===== src/rtl/time_digit_scanner.sv =====
// Purpose : captures an h:m:s snapshot, converts it to six BCD digits and scans them onto a 7-segment bus.
// Latency : display updates (h/10+1)+(m/10+1)+(s/10+1)+1 cycles after the load edge; scan outputs are registered.
// Backpres: none; a load that arrives while busy is dropped (no queueing).
//
// Ports:
//   clock, reset           rising-edge clock, asynchronous active-high reset
//   load, hour/minute/second  one-cycle capture request and binary time fields
//   busy                    high while a conversion is in progress
//   segment                 registered segment drive, bit0=a .. bit6=g, active high
//   digit_en                registered one-hot digit select, bit0 = hour tens
//   colon                   registered, 1 when the captured second is even
// Optional feature macro: LEADING_BLANK_EN blanks a zero hour-tens digit.
module time_digit_scanner #(
    parameter int SCAN_DIV_W = 10
) (
    input  logic       clock,
    input  logic       reset,
    input  logic       load,
    input  logic [4:0] hour,
    input  logic [5:0] minute,
    input  logic [5:0] second,
    output logic       busy,
    output logic [6:0] segment,
    output logic [5:0] digit_en,
    output logic       colon
);

    typedef enum logic [2:0] {IDLE, CONV_H, CONV_M, CONV_S, COMMIT} state_t;

    state_t                  state;
    state_t                  state_nxt;
    logic [5:0]              rem;
    logic [2:0]              tens;        // field values are < 64, so tens never exceeds 6
    logic [5:0]              min_cap;
    logic [5:0]              sec_cap;
    logic [5:0][3:0]         work;
    logic [5:0][3:0]         display;
    logic                    colon_src;
    logic [SCAN_DIV_W-1:0]   prescaler;
    logic [2:0]              idx;
    logic                    field_done;
    logic [2:0]              wbase;
    logic [6:0]              seg_nxt;

    function automatic logic [6:0] seg_decode(input logic [3:0] d);
        case (d)
            4'd0:    seg_decode = 7'h3F;
            4'd1:    seg_decode = 7'h06;
            4'd2:    seg_decode = 7'h5B;
            4'd3:    seg_decode = 7'h4F;
            4'd4:    seg_decode = 7'h66;
            4'd5:    seg_decode = 7'h6D;
            4'd6:    seg_decode = 7'h7D;
            4'd7:    seg_decode = 7'h07;
            4'd8:    seg_decode = 7'h7F;
            4'd9:    seg_decode = 7'h6F;
            default: seg_decode = 7'h00;
        endcase
    endfunction

    assign field_done = (rem < 6'd10);
    assign busy       = (state != IDLE);

    // ---------------- conversion FSM ----------------
    always_ff @(posedge clock or posedge reset) begin
        if (reset) state <= IDLE;
        else       state <= state_nxt;
    end

    always_comb begin
        state_nxt = state;
        wbase     = 3'd0;
        case (state)
            IDLE:    if (load) state_nxt = CONV_H;
            CONV_H:  if (field_done) state_nxt = CONV_M;
            CONV_M: begin
                wbase = 3'd2;
                if (field_done) state_nxt = CONV_S;
            end
            CONV_S: begin
                wbase = 3'd4;
                if (field_done) state_nxt = COMMIT;
            end
            COMMIT:  state_nxt = IDLE;
            default: state_nxt = IDLE;
        endcase
    end

    // Conversion datapath: one subtract-by-10 per cycle; when a field finishes,
    // rem is reloaded with the next captured field in the same edge.
    always_ff @(posedge clock or posedge reset) begin
        if (reset) begin
            rem       <= '0;
            tens      <= '0;
            min_cap   <= '0;
            sec_cap   <= '0;
            work      <= '0;
            display   <= '0;
            colon_src <= 1'b0;
        end else begin
            case (state)
                IDLE: begin
                    if (load) begin
                        rem     <= {1'b0, hour};
                        min_cap <= minute;
                        sec_cap <= second;
                        tens    <= '0;
                    end
                end
                CONV_H, CONV_M, CONV_S: begin
                    if (!field_done) begin
                        rem  <= rem - 6'd10;
                        tens <= tens + 3'd1;
                    end else begin
                        work[wbase]        <= {1'b0, tens};
                        work[wbase + 3'd1] <= rem[3:0];
                        tens               <= '0;
                        rem                <= (state == CONV_H) ? min_cap : sec_cap;
                    end
                end
                COMMIT: begin
                    display   <= work;
                    colon_src <= ~sec_cap[0];
                end
                default: ;
            endcase
        end
    end

    // ---------------- display scan ----------------
    always_comb begin
        seg_nxt = seg_decode(display[idx]);
`ifdef LEADING_BLANK_EN
        if (idx == 3'd0 && display[0] == 4'd0) seg_nxt = 7'h00;
`endif
    end

    // Prescaler and digit index free-run from reset; loads never disturb the scan phase.
    always_ff @(posedge clock or posedge reset) begin
        if (reset) begin
            prescaler <= '0;
            idx       <= '0;
            segment   <= '0;
            digit_en  <= '0;
            colon     <= 1'b0;
        end else begin
            prescaler <= prescaler + 1'b1;
            if (&prescaler) idx <= (idx == 3'd5) ? 3'd0 : idx + 3'd1;
            segment   <= seg_nxt;
            digit_en  <= 6'd1 << idx;
            colon     <= colon_src;
        end
    end

endmodule


===== config.mk =====
export PLATFORM = sky130hd
export DESIGN_NAME = time_digit_scanner
export DESIGN_NICKNAME = d
export VERILOG_FILES = /design/src/rtl/time_digit_scanner.sv
export SDC_FILE = /design/constraint.sdc
export NUM_CORES = 1
export LEC_CHECK = 0
export CAP_MARGIN = 20
export CORE_MARGIN = 2
export CORE_UTILIZATION = 40
export DETAILED_ROUTE_END_ITERATION = 10
export MAX_ROUTING_LAYER = met4
export PLACE_DENSITY_LB_ADDON = 0.15
export SYNTH_ARGS = -nofsm -noshare
export SYNTH_HDL_FRONTEND = slang
export SYNTH_SLANG_ARGS = --single-unit

===== constraint.sdc =====
create_clock -name clock -period 4.3 [get_ports clock]
set_input_delay 0.86 -clock clock [delete_from_list [all_inputs] [get_ports clock]]
set_output_delay 0.86 -clock clock [all_outputs]
set_load 0.01 [all_outputs]

**After elaboration in Yosys (flattened, before gate mapping)**

Memory sizes are Yosys's and may differ from the RTL's. A register that Yosys moved wholly into a read port is not among the register bits.
Index checks and enable logic that the tools add are counted.

- Add/sub/neg operators: 5
- Magnitude comparators: 6
- Eq/ne operators: 9
- Shift operators: 1
- Multiplexer cells: 22
- Bitwise operators: 1
- Reduce and logical (&&, ||, !) cells: 11

Operator list:

| cell | number |
|---|---|
| $bwmux W24 | 2 |
| $demux W4 S3 | 2 |
| $mux W3 | 7 |
| $mux W6 | 3 |
| $bmux W4 S3 | 1 |
| $lt A3 B4 Y1 const B | 3 |
| $mux W4 | 3 |
| $pmux W3 S2 | 2 |
| $pmux W3 S4 | 1 |
| $pmux W6 S2 | 1 |
| $add A10 B1 Y10 const B | 1 |
| $reduce_and A10 Y1 | 1 |
| $add A3 B1 Y3 const B | 3 |
| $ne A2 B2 Y1 const B | 4 |
| $eq A3 B2 Y1 const B | 2 |
| $eq A3 B3 Y1 const B | 2 |
| $ge A3 B1 Y1 const B | 2 |
| $lt A6 B4 Y1 const B | 1 |
| $reduce_and A2 Y1 | 3 |
| $shl A1 B3 Y6 const A | 1 |
| $sub A6 B4 Y6 const B | 1 |
| $reduce_and A4 Y1 | 1 |
| $eq A3 B1 Y1 const B | 1 |
| $logic_not A3 Y1 | 1 |
| 5 further kinds | 6 |

- Register bits: 93
- Bits in read-only memories: 112
- Input bits: 20
- Output and inout port bits: 15
- Word-level logic and storage cells: 78
- Memories: 1

Memory list:

| memory | words | width | read ports | clocked after Yosys merged registers in | write ports | line | RTL |
|---|---|---|---|---|---|---|---|
| (no name shown) | 16 | 7 | 1 | 1 | 0 | 46 | `case (d)` |

**Longest topological paths before layout**

Gate-level depths: netlist (run 1).

- Depth after elaboration: 8
- Depth in mapped cells: 10

**Worst setup path before layout (run 1)**

No wires, ideal clock.

- Kind: register to register
- From: reg idx[0]
- To: reg segment[0]
- Data arrival time: 1.765 ns
- Data required time: 4.218 ns
- Setup slack: 2.453 ns
- Stages on the path, launching flop included: 11
- Path buffers: 2
- Cells stage by stage: dfrtp_1 > buf_2 > buf_4 > mux2i_1 > o22ai_1 > a21oi_1 > inv_1 > ha_1 > inv_1 > mux2i_1 > o22ai_1

- Longest elaborated chain between the ends: 2

RTL lines:

| item | line | RTL |
|---|---|---|
| from (decl) | 40 | `logic [2:0] idx;` |
| from (signal assigned) | 148 | `if (&prescaler) idx <= (idx == 3'd5) ? 3'd0 : idx + 3'd1;` |
| $bmux W4 S3 | 132 | `seg_nxt = seg_decode(display[idx]);` |
| $mux W4 (implied by the code) | 132 |  |
| to (decl) | 23 | `output logic [6:0] segment,` |

No other way between the ends. The select of a mux whose other input is x is not followed.
A chain may end at the register's enable or synchronous reset.

**Worst setup path in the final report (run 1)**

- From: reg state[0]
- To: out busy

- Longest elaborated chain between the ends: 1

RTL lines:

| item | line | RTL |
|---|---|---|
| from (decl) | 30 | `state_t state;` |
| from (signal assigned) | 67 | `else state <= state_nxt;` |
| $reduce_bool A3 Y1 | 62 | `assign busy = (state != IDLE);` |
| to (decl) | 22 | `output logic busy,` |

No other way between the ends.

==> results of run 1 <==
sequential cells by signal (all words and copies together), names as in the netlist:
signal     flops
segment        7
colon          1
idx            3
sec_cap        6
rem            6
work          21
state          3
display       21
prescaler     10
colon_src      1
digit_en       6
min_cap        6
tens           3
layout by cell type, fill, tap and decap left out, types with 2 or more instances in the layout:
cell type	instances
sky130_fd_sc_hd__clkdlybuf4s50_1	34
sky130_fd_sc_hd__and2_1	2
sky130_fd_sc_hd__a21oi_1	6
sky130_fd_sc_hd__nand2_1	60
sky130_fd_sc_hd__buf_4	3
sky130_fd_sc_hd__o21ai_2	3
sky130_fd_sc_hd__o22ai_1	8
sky130_fd_sc_hd__inv_1	13
sky130_fd_sc_hd__o211ai_1	3
sky130_fd_sc_hd__xnor2_1	7
sky130_fd_sc_hd__or3_1	2
sky130_fd_sc_hd__nor3_1	5
sky130_fd_sc_hd__o21bai_1	2
sky130_fd_sc_hd__nand2b_1	2
sky130_fd_sc_hd__and3_1	3
sky130_fd_sc_hd__o21ai_0	12
sky130_fd_sc_hd__nor3b_2	2
sky130_fd_sc_hd__a22oi_1	2
sky130_fd_sc_hd__nor2_1	16
sky130_fd_sc_hd__ha_1	10
sky130_fd_sc_hd__dfrtp_1	94
sky130_fd_sc_hd__mux2i_1	16
sky130_fd_sc_hd__clkinv_2	2
sky130_fd_sc_hd__nor2b_1	2
sky130_fd_sc_hd__xor2_1	4
sky130_fd_sc_hd__nand3_1	10
sky130_fd_sc_hd__o21a_1	2
sky130_fd_sc_hd__o31ai_1	2
sky130_fd_sc_hd__mux2_2	39
sky130_fd_sc_hd__clkbuf_8	11
metrics by stage:
step	cells	power, W	worst slack [ns]
4_1_cts	528	0.00298	1.71
2_1_floorplan	354	0.00216	0.991
3_5_place_dp	512	0.00243	1.60
6_report	528	0.00294	1.73
5_1_grt	528	0.00318	1.61
3_3_place_gp	512	0.00239	1.68
worst max-delay path by stage:
stage / from / endpoint / slack (ns) / cells after the start
after floorplan: reset / colon / 0.99 / 1
after global placement: load / tens[1] / 1.68 / 5
after detailed placement: load / tens[1] / 1.60 / 5
after CTS: state[0] / busy / 1.71 / 2
after global routing: idx[0] / segment[3] / 1.61 / 8
final: state[0] / busy / 1.73 / 2
cells by family (layout without fill, tap and decap cells):
family | Yosys count | in the layout
multiplexers | 57 | 57
XOR/XNOR | 11 | 11
buffers and inverters | 29 | 67
flip-flops | 94 | 94
AO/OA/AOI/OAI | 46 | 46
adder cells (fa/ha/maj) | 10 | 10
AND/OR/NAND/NOR | 107 | 107
area by class of cell:
type,count,share of cell area
clock buffer,12,0.0325
clock inverter,4,0.00628
inverter,14,0.0113
multi-input combinational,231,0.346
sequential,94,0.492
tap,136,0.0356
timing repair buffer,37,0.0759
power by group through the flow:
stage / registers, W / logic, W / clock network (W)
2_1_floorplan: 0.00132 / 0.000835 / 0
3_3_place_gp: 0.00139 / 0.000997 / 0
3_5_place_dp: 0.00140 / 0.00102 / 0
4_1_cts: 0.00139 / 0.00103 / 0.000565
5_1_grt: 0.00143 / 0.00114 / 0.000607
6_report: 0.00138 / 0.00100 / 0.000548
critical path, cell delays in order (launching register included):
cell and delay, ns:
sky130_fd_sc_hd__dfrtp_1 0.50, sky130_fd_sc_hd__or3_1 0.38, sky130_fd_sc_hd__clkdlybuf4s50_1 0.48
routing by layer:
| metal | up-vias | global-route usage | share of wire |
|---|---|---|---|
| met5 | - | - | 0 |
| met4 | 0 | 0.0573 | 0.013 |
| met3 | 10 | 0.0241 | 0.026 |
| met2 | 40 | 0.228 | 0.47 |
| met1 | 1244 | 0.195 | 0.49 |
| li1 | 1274 | - | - |
==> results_dict.tcl, run 1 <==
set metrics [dict create \
    power.share.sequential 0.471 \
    num_io_pins 35 \
    yosys.area_share.xor_xnor 0.0233 \
    worstHoldStart "colon_src" \
    drtIter0Drc 61 \
    syn_to_final_growth_pct 15.5 \
    synth_area_leaders "sky130_fd_sc_hd__dfrtp_1, sky130_fd_sc_hd__mux2_2, sky130_fd_sc_hd__nand2_1" \
    cts.path.max_buffers 2 \
    post-synth-top-area-fraction 0.568 \
    reg2reg_slack_ns 1.84 \
    post_synth_simple_gate_area 0.118 \
    antenna_found_initial 0 \
    antenna_violation_net_count_after_detailed_routing 0 \
    number_of_iterations_in_the_first_detailed_routing_pass 4 \
    synth_largest_area_cell "sky130_fd_sc_hd__dfrtp_1" \
    synth-edff-count 0 \
    grt-ovfl-total 0 \
    placedInstanceArea_sq_um 4590 \
    muxShareOfSynthArea 0.154 \
    initial_utilization 0.406 \
    timing.hold.worst_path_depth 0 \
    fill_cells 966 \
    post_synthesis_cell_area_sq_um 4140 \
    worst_hold_margin_ns 0.384 \
    ctsHtreeMaxLevel 3 \
    net-switching-power_w 0.00101 \
    synthCells 354 \
    clk_root_buffer_cell "sky130_fd_sc_hd__clkbuf_8" \
    cts_tree "yes" \
    route.final.wire_length_um 7250 \
    quantity_of_i_o_buffers_inserted_on_ports 34 \
    fp.dieArea_sq_um 11200 \
    setup_violations 0 \
    number_of_global_route_vias_before_repair 2633 \
    power.leakage_nw 2.19 \
    resize_count_post_cts 0 \
    worst_clock_skew_ns 0.0139 \
    power.density_nw_per_um2 614 \
    reg_area_sq_um 2350 \
    synth.net_count 384 \
    worstPathRequired_ns 3.44 \
    synthMostInstantiatedCell "sky130_fd_sc_hd__dfrtp_1" \
    hold_buffers 0 \
    share_clk_of_total_power 0.187 \
    p_int_w 0.00192 \
    combinationalPowerShare 0.342 \
    wire_length_of_the_first_global_routing_pass_um 12800 \
    layout_min_cycle_time_ns 2.57 \
    ys_types 44 \
    switching_share_of_power 0.346 \
    seq_area_frac_synth 0.568 \
    cts-buffers-inserted 9 \
    vdd_ir_drop_max_v 0.000286 \
    die-width_um 106 \
    worst_r2r_endpoint "segment[3]" \
    rsz0062_at_grt "false" \
    global_route.usage.total 0.147 \
    n_antenna_cell 0 \
    maxCapViolCount 0 \
    worst_hold_path.endpoint "colon" \
    worst_ep_arrival_time_ns 1.71 \
    routed-via-count 2568 \
    tns_ns 0 \
    timing.critical_path.to_type "primary output" \
    synth_top_family_by_area "multiplexers" \
    ys_ff_latch 94 \
    max_slew.worst_pin.slew_ns 0.885 \
    reg2reg_depth 8 \
    ys_dominant_reg_cell "sky130_fd_sc_hd__dfrtp_1" \
    drive_gt1_frac 0.176 \
    footprint_of_the_multi_input_gates_sq_um 1660 \
    core-area_sq_um 10200 \
    place.gp.congestion 0.767 \
    postSynthAreaPerCell_sq_um 11.7 \
    outcome "finished, final reports clean" \
    fin_area_sq_um 4780 \
    timing.final.max_slew_violations 0 \
    buffer_count_from_post_cts_setup_fixing 0 \
    timing.final.hold_violations 0 \
    criticalPathCategory "flop to primary output" \
    drcViolationCount 0 \
    clkTransAtPathRegs_ns 0.10 \
    via_per_inst 4.86 \
    insertion_delay_ns 0.35 \
    num-nets-final 417 \
    synth_adder_area_share 0.0302 \
    die_h_um 106 \
    synth.top_cells.by_count "sky130_fd_sc_hd__dfrtp_1, sky130_fd_sc_hd__nand2_1, sky130_fd_sc_hd__mux2_2" \
    largest_fanout_on_the_critical_path 10 \
    yosys_warnings 0 \
    detail_route.wl_per_cell_um 13.7 \
    startpoint_type "flop" \
    synth_compound_gate_area_share 0.0732 \
    timing.fmax_ghz 0.389 \
    dp.final_hpwl_um 4990 \
    worst_hold_path_type "flop to flop" \
    clock_sink_count 94 \
    slew-limit-headroom 0.410 \
    fin_crit_sh 0.598 \
    async_flop_share 1.00 \
    worstReg2RegStart "idx[0]" \
    core.rowCount 37 \
    utilization 0.469 \
    maximum_number_of_pins_on_one_net_before_global_route_repair 53 \
]
No activity file was read; power rests on OpenSTA's default activity.
==> inputs of run 2 (changes only) <==
clock period = 2.5 ns   (was 4.3 ns; I/O delays follow)
==> run 2 against run 1 <==
  * Wire length is 0.95% higher
  * Utilization increased by 0.85 points
  * Hold slack about the same
  * Largest cell class unchanged
  * Non-clock buffer count is 6 higher
  * Flip-flop and latch count unchanged
  * Clock power is 86% higher
  * Sequential share of layout area shrank 0.87 points
  * Largest power group unchanged
  * Critical path type unchanged
  * Clock-buffer cell count decreased by 1
  * Highest routed layer unchanged
==> results_dict.tcl, run 2 (synthesized netlist as in run 1, its figures left out) <==
set metrics [dict create \
    n_antenna_cell 0 \
    rsz0062_at_grt "false" \
    antenna_violation_net_count_after_detailed_routing 0 \
    fp.dieArea_sq_um 11200 \
    cts-buffers-inserted 9 \
    detail_route.wl_per_cell_um 13.7 \
    share_clk_of_total_power 0.197 \
    antenna_found_initial 0 \
    reg2reg_slack_ns 0.43 \
    die-width_um 106 \
    syn_to_final_growth_pct 17.6 \
    die_h_um 106 \
    fill_cells 969 \
    buffer_count_from_post_cts_setup_fixing 0 \
    drcViolationCount 0 \
    worstReg2RegStart "idx[0]" \
    startpoint_type "flop" \
    placedInstanceArea_sq_um 4670 \
    worst_hold_path_type "flop to flop" \
    wire_length_of_the_first_global_routing_pass_um 12600 \
    clkTransAtPathRegs_ns 0.09 \
    reg2reg_depth 7 \
    worst_r2r_endpoint "segment[3]" \
    num-nets-final 423 \
    drive_gt1_frac 0.188 \
    number_of_iterations_in_the_first_detailed_routing_pass 4 \
    vdd_ir_drop_max_v 0.000375 \
    initial_utilization 0.406 \
    setup_violations 0 \
    timing.final.max_slew_violations 0 \
    fin_crit_sh 0.885 \
    layout_min_cycle_time_ns 2.21 \
    routed-via-count 2598 \
    route.final.wire_length_um 7320 \
    combinationalPowerShare 0.344 \
    switching_share_of_power 0.341 \
    cts_tree "yes" \
    fin_area_sq_um 4870 \
    start_point_of_the_critical_path "state[0]" \
    drtIter0Drc 90 \
    ctsHtreeMaxLevel 3 \
    tns_ns 0 \
    worst_ep_arrival_time_ns 1.71 \
    most_common_cell_after_layout_fill_and_taps_aside "sky130_fd_sc_hd__dfrtp_1" \
    hold_buffers 0 \
    p_int_w 0.00342 \
    insertion_delay_ns 0.36 \
    net-switching-power_w 0.00177 \
    slew-limit-headroom 0.645 \
    core-area_sq_um 10200 \
    resize_count_post_cts 0 \
    power.share.sequential 0.460 \
    timing.fmax_ghz 0.452 \
    worstHoldStart "colon_src" \
    global_route.usage.total 0.149 \
    quantity_of_i_o_buffers_inserted_on_ports 34 \
    layout_top_registers "display x21, work x21, prescaler x10" \
    place.gp.congestion 0.786 \
    max_slew.worst_pin.slew_ns 0.532 \
    number_of_global_route_vias_before_repair 2603 \
    most-common-layout-cells "sky130_fd_sc_hd__dfrtp_1, sky130_fd_sc_hd__nand2_1, sky130_fd_sc_hd__mux2_2, sky130_fd_sc_hd__clkdlybuf4s50_1" \
    largest_fanout_on_the_critical_path 10 \
    criticalPathCategory "flop to primary output" \
    worst_clock_skew_ns 0.0117 \
    power.leakage_nw 2.24 \
    clk_root_buffer_cell "sky130_fd_sc_hd__clkbuf_8" \
    worst_hold_path.endpoint "colon" \
    timing.final.hold_violations 0 \
    maximum_number_of_pins_on_one_net_before_global_route_repair 32 \
    timing.hold.worst_path_depth 0 \
    num_io_pins 35 \
    worstPathRequired_ns 2.00 \
    power.density_nw_per_um2 1070 \
    outcome "finished, final reports clean" \
    dp.final_hpwl_um 5180 \
    maxCapViolCount 0 \
    clock_sink_count 94 \
    via_per_inst 4.87 \
    timing.critical_path.to_type "primary output" \
    core.rowCount 37 \
    grt-ovfl-total 0 \
    cts.path.max_buffers 2 \
]
-- run 2: changes by cell type in the layout (fill, tap and decap cells not counted), sizes merged --
cell / delta
buf: +6
bufinv: +1
clkbuf: -1
-- run 2: power groups by stage --
stage          Sequential (W)  Combinational, W  Clock (W)
6_report              0.00239           0.00178    0.00102
5_1_grt               0.00246           0.00201    0.00112
4_1_cts               0.00239           0.00181    0.00105
3_5_place_dp          0.00243           0.00180          0
3_3_place_gp          0.00241           0.00176          0
2_1_floorplan         0.00228           0.00144          0
-- run 2: worst max-delay path, stage by stage (launching register included) --
cell,delay [ns]
sky130_fd_sc_hd__dfrtp_1,0.50
sky130_fd_sc_hd__or3_1,0.38
sky130_fd_sc_hd__clkdlybuf4s50_1,0.48
-- run 2: per-layer routing --
metal,routed length [um],vias to the layer above,global-route usage
li1,-,1290,-
met5,0,-,-
met3,222,11,0.0334
met2,3530,45,0.234
met1,3450,1252,0.185
met4,116,0,0.0648
-- run 2: through the flow --
| stage | total power [W] | hold WS [ns] | utilization | cells | worst slack [ns] |
|---|---|---|---|---|---|
| floorplan | 0.00371 | 0.354 | - | 354 | 0.653 |
| global placement | 0.00417 | 0.362 | 0.458 | 518 | 0.461 |
| detailed placement | 0.00422 | 0.366 | 0.458 | 518 | 0.401 |
| CTS | 0.00525 | 0.388 | 0.478 | 534 | 0.276 |
| global route | 0.00559 | 0.401 | 0.478 | 534 | 0.192 |
| finish | 0.00519 | 0.383 | 0.478 | 534 | 0.288 |
-- run 2: layout make-up --
type                       instances  area (sq um)  area share
tap                              136           170      0.0350
clock buffer                      11           141      0.0291
inverter                          14          56.3      0.0116
multi-input combinational        231          1660       0.340
timing repair buffer              43           433      0.0890
sequential                        94          2350       0.483
clock inverter                     5          57.6      0.0118
-- run 2: worst max-delay path by stage --
stage | slack [ns] | depth (start not counted) | endpoint
floorplan | 0.65 | 10 | segment[0]
global placement | 0.46 | 6 | rem[4]
detailed placement | 0.40 | 6 | rem[4]
CTS | 0.28 | 2 | busy
global route | 0.19 | 2 | busy
finish | 0.29 | 2 | busy
==> inputs of run 3 (changes only) <==
CORE_UTILIZATION = 35   (was 40)
SETUP_SLACK_MARGIN = 0.02   (was not set)
==> run 3 against run 2 <==
  * Wire length grew 0.11%
  * Largest power group unchanged
  * Die area grew 14%
  * Non-clock buffer count shrank 2
  * Flip-flop and latch count is the same
  * Hold slack lost 0.00097 ns
  * Largest cell class unchanged
  * Global-route usage shrank 2.2 points
  * First-iteration DRC count grew 29%
  * Maximum frequency grew 1.1%
  * Combinational power is essentially flat
  * Via count shrank 0.35%
  * Highest routed layer unchanged
  * Clock skew shrank 0.0061 ns
  * Sequential power is essentially flat
==> results_dict.tcl, run 3 (synthesized netlist as in run 1, its figures left out) <==
set metrics [dict create \
    antenna_violation_net_count_after_detailed_routing 0 \
    cts-buffers-inserted 9 \
    setup_slack_ns 0.312 \
    fin_crit_sh 0.875 \
    worstPathRequired_ns 2.00 \
    initial_utilization 0.361 \
    core-area_sq_um 11500 \
    layout_min_cycle_time_ns 2.19 \
    die-width_um 113 \
    insertion_delay_ns 0.34 \
    post_layout_nonfiller_instances 539 \
    criticalPathCategory "flop to primary output" \
    num_io_pins 35 \
    tns_ns 0 \
    rsz0062_at_grt "false" \
    reg2reg_slack_ns 0.34 \
    most_common_cell_after_layout_fill_and_taps_aside "sky130_fd_sc_hd__dfrtp_1" \
    hold_buffers 0 \
    setup_violations 0 \
    detail_route.wl_per_cell_um 13.6 \
    post-place-cells 523 \
    worst_ep_arrival_time_ns 1.69 \
    dp.final_hpwl_um 4960 \
    die_h_um 113 \
    routed-via-count 2589 \
    fp.dieArea_sq_um 12700 \
    slew-limit-headroom 0.659 \
    outcome "finished, final reports clean" \
    grt-ovfl-total 0 \
    maxCapViolCount 0 \
    maximum_number_of_pins_on_one_net_before_global_route_repair 95 \
    buffer_count_from_post_cts_setup_fixing 0 \
    largest_fanout_on_the_critical_path 10 \
    core.rowCount 39 \
    place.gp.congestion 0.710 \
    cts_tree "yes" \
    route.final.wire_length_um 7330 \
    timing.final.max_slew_violations 0 \
    antenna_found_initial 0 \
    clkTransAtPathRegs_ns 0.06 \
    global_route.usage.total 0.127 \
    drive_gt1_frac 0.182 \
    resize_count_post_cts 0 \
    ctsHtreeMaxLevel 3 \
    startpoint_type "flop" \
    pnr_total_power_w 0.00544 \
    timing.final.hold_violations 0 \
    n_antenna_cell 0 \
    worst_clock_skew_ns 0.00559 \
    timing.fmax_ghz 0.457 \
    clock_sink_count 94 \
    drcViolationCount 0 \
    cts.path.max_buffers 2 \
    num-nets-final 421 \
    power.leakage_nw 2.26 \
    vdd_ir_drop_max_v 0.000433 \
    most-common-layout-cells "sky130_fd_sc_hd__dfrtp_1, sky130_fd_sc_hd__nand2_1, sky130_fd_sc_hd__mux2_2, sky130_fd_sc_hd__clkdlybuf4s50_1" \
    drtIter0Drc 116 \
    max_slew.worst_pin.slew_ns 0.511 \
    dpl_worst_slack_ns 0.351 \
    number_of_iterations_in_the_first_detailed_routing_pass 4 \
    number_of_global_route_vias_before_repair 2570 \
    worst_hold_path_type "flop to flop" \
    clk_root_buffer_cell "sky130_fd_sc_hd__clkbuf_16" \
    power.density_nw_per_um2 1100 \
    layout_top_registers "display x21, work x21, prescaler x10" \
    syn_to_final_growth_pct 19.0 \
    wire_length_of_the_first_global_routing_pass_um 12500 \
    timing.critical_path.to_type "primary output" \
    via_per_inst 4.80 \
    quantity_of_i_o_buffers_inserted_on_ports 34 \
]
==> run 3: cell types whose count changed in the layout (fill, tap and decap cells not counted) <==
cell and delta:
sky130_fd_sc_hd__inv_6 -1, sky130_fd_sc_hd__clkbuf_8 -8, sky130_fd_sc_hd__bufinv_16 -1, sky130_fd_sc_hd__buf_12 -1, sky130_fd_sc_hd__clkbuf_16 +9, sky130_fd_sc_hd__buf_4 -1
sky130_fd_sc_hd__clkbuf_1 +1
==> run 3: layout make-up <==
| cell class | count | area, sq um |
|---|---|---|
| Fill cell | 1065 | 6540 |
| Sequential cell | 94 | 2350 |
| Multi-Input combinational cell | 231 | 1660 |
| Timing Repair Buffer | 41 | 405 |
| Clock buffer | 13 | 260 |
| Tap cell | 143 | 179 |
| Inverter | 14 | 56.3 |
| Clock inverter | 3 | 18.8 |
==> run 3: routing by layer <==
| layer | wire length (um) | track usage | up-vias |
|---|---|---|---|
| met2 | 3470 | 0.195 | 49 |
| met4 | 130 | 0.0447 | 0 |
| met5 | 0 | - | - |
| met3 | 255 | 0.0332 | 12 |
| met1 | 3480 | 0.163 | 1238 |
| li1 | - | - | 1290 |
==> run 3: final timing paths <==
path | startpoint | end | cells after the start
max | state[1] | busy | 2
min | colon_src | colon | 0
max reg2reg | idx[0] | segment[0] | 7
min reg2reg | colon_src | colon | 0
max in group asynchronous | reset | sec_cap[2] | 3
min in group asynchronous | reset | display[23] | 3
==> run 3: through the flow <==
| stage | util | area [sq um] | hold WS (ns) |
|---|---|---|---|
| after global placement | 0.405 | 4650 | 0.374 |
| after CTS | 0.430 | 4930 | 0.390 |
| after floorplan | - | 4140 | 0.354 |
| final | 0.430 | 4930 | 0.382 |
| after detailed placement | 0.405 | 4650 | 0.376 |
| after global routing | 0.430 | 4930 | 0.400 |
==> run 3: where the power goes <==
group          switching [W]  internal [W]  leakage, nW
registers           0.000353       0.00204         1.19
logic               0.000879      0.000883        0.926
clock network       0.000554      0.000728        0.140
==> run 3: critical path, stage by stage (launching register included) <==
cell and delay [ns]:
sky130_fd_sc_hd__dfrtp_1 0.51, sky130_fd_sc_hd__or3_1 0.36, sky130_fd_sc_hd__clkdlybuf4s50_1 0.48
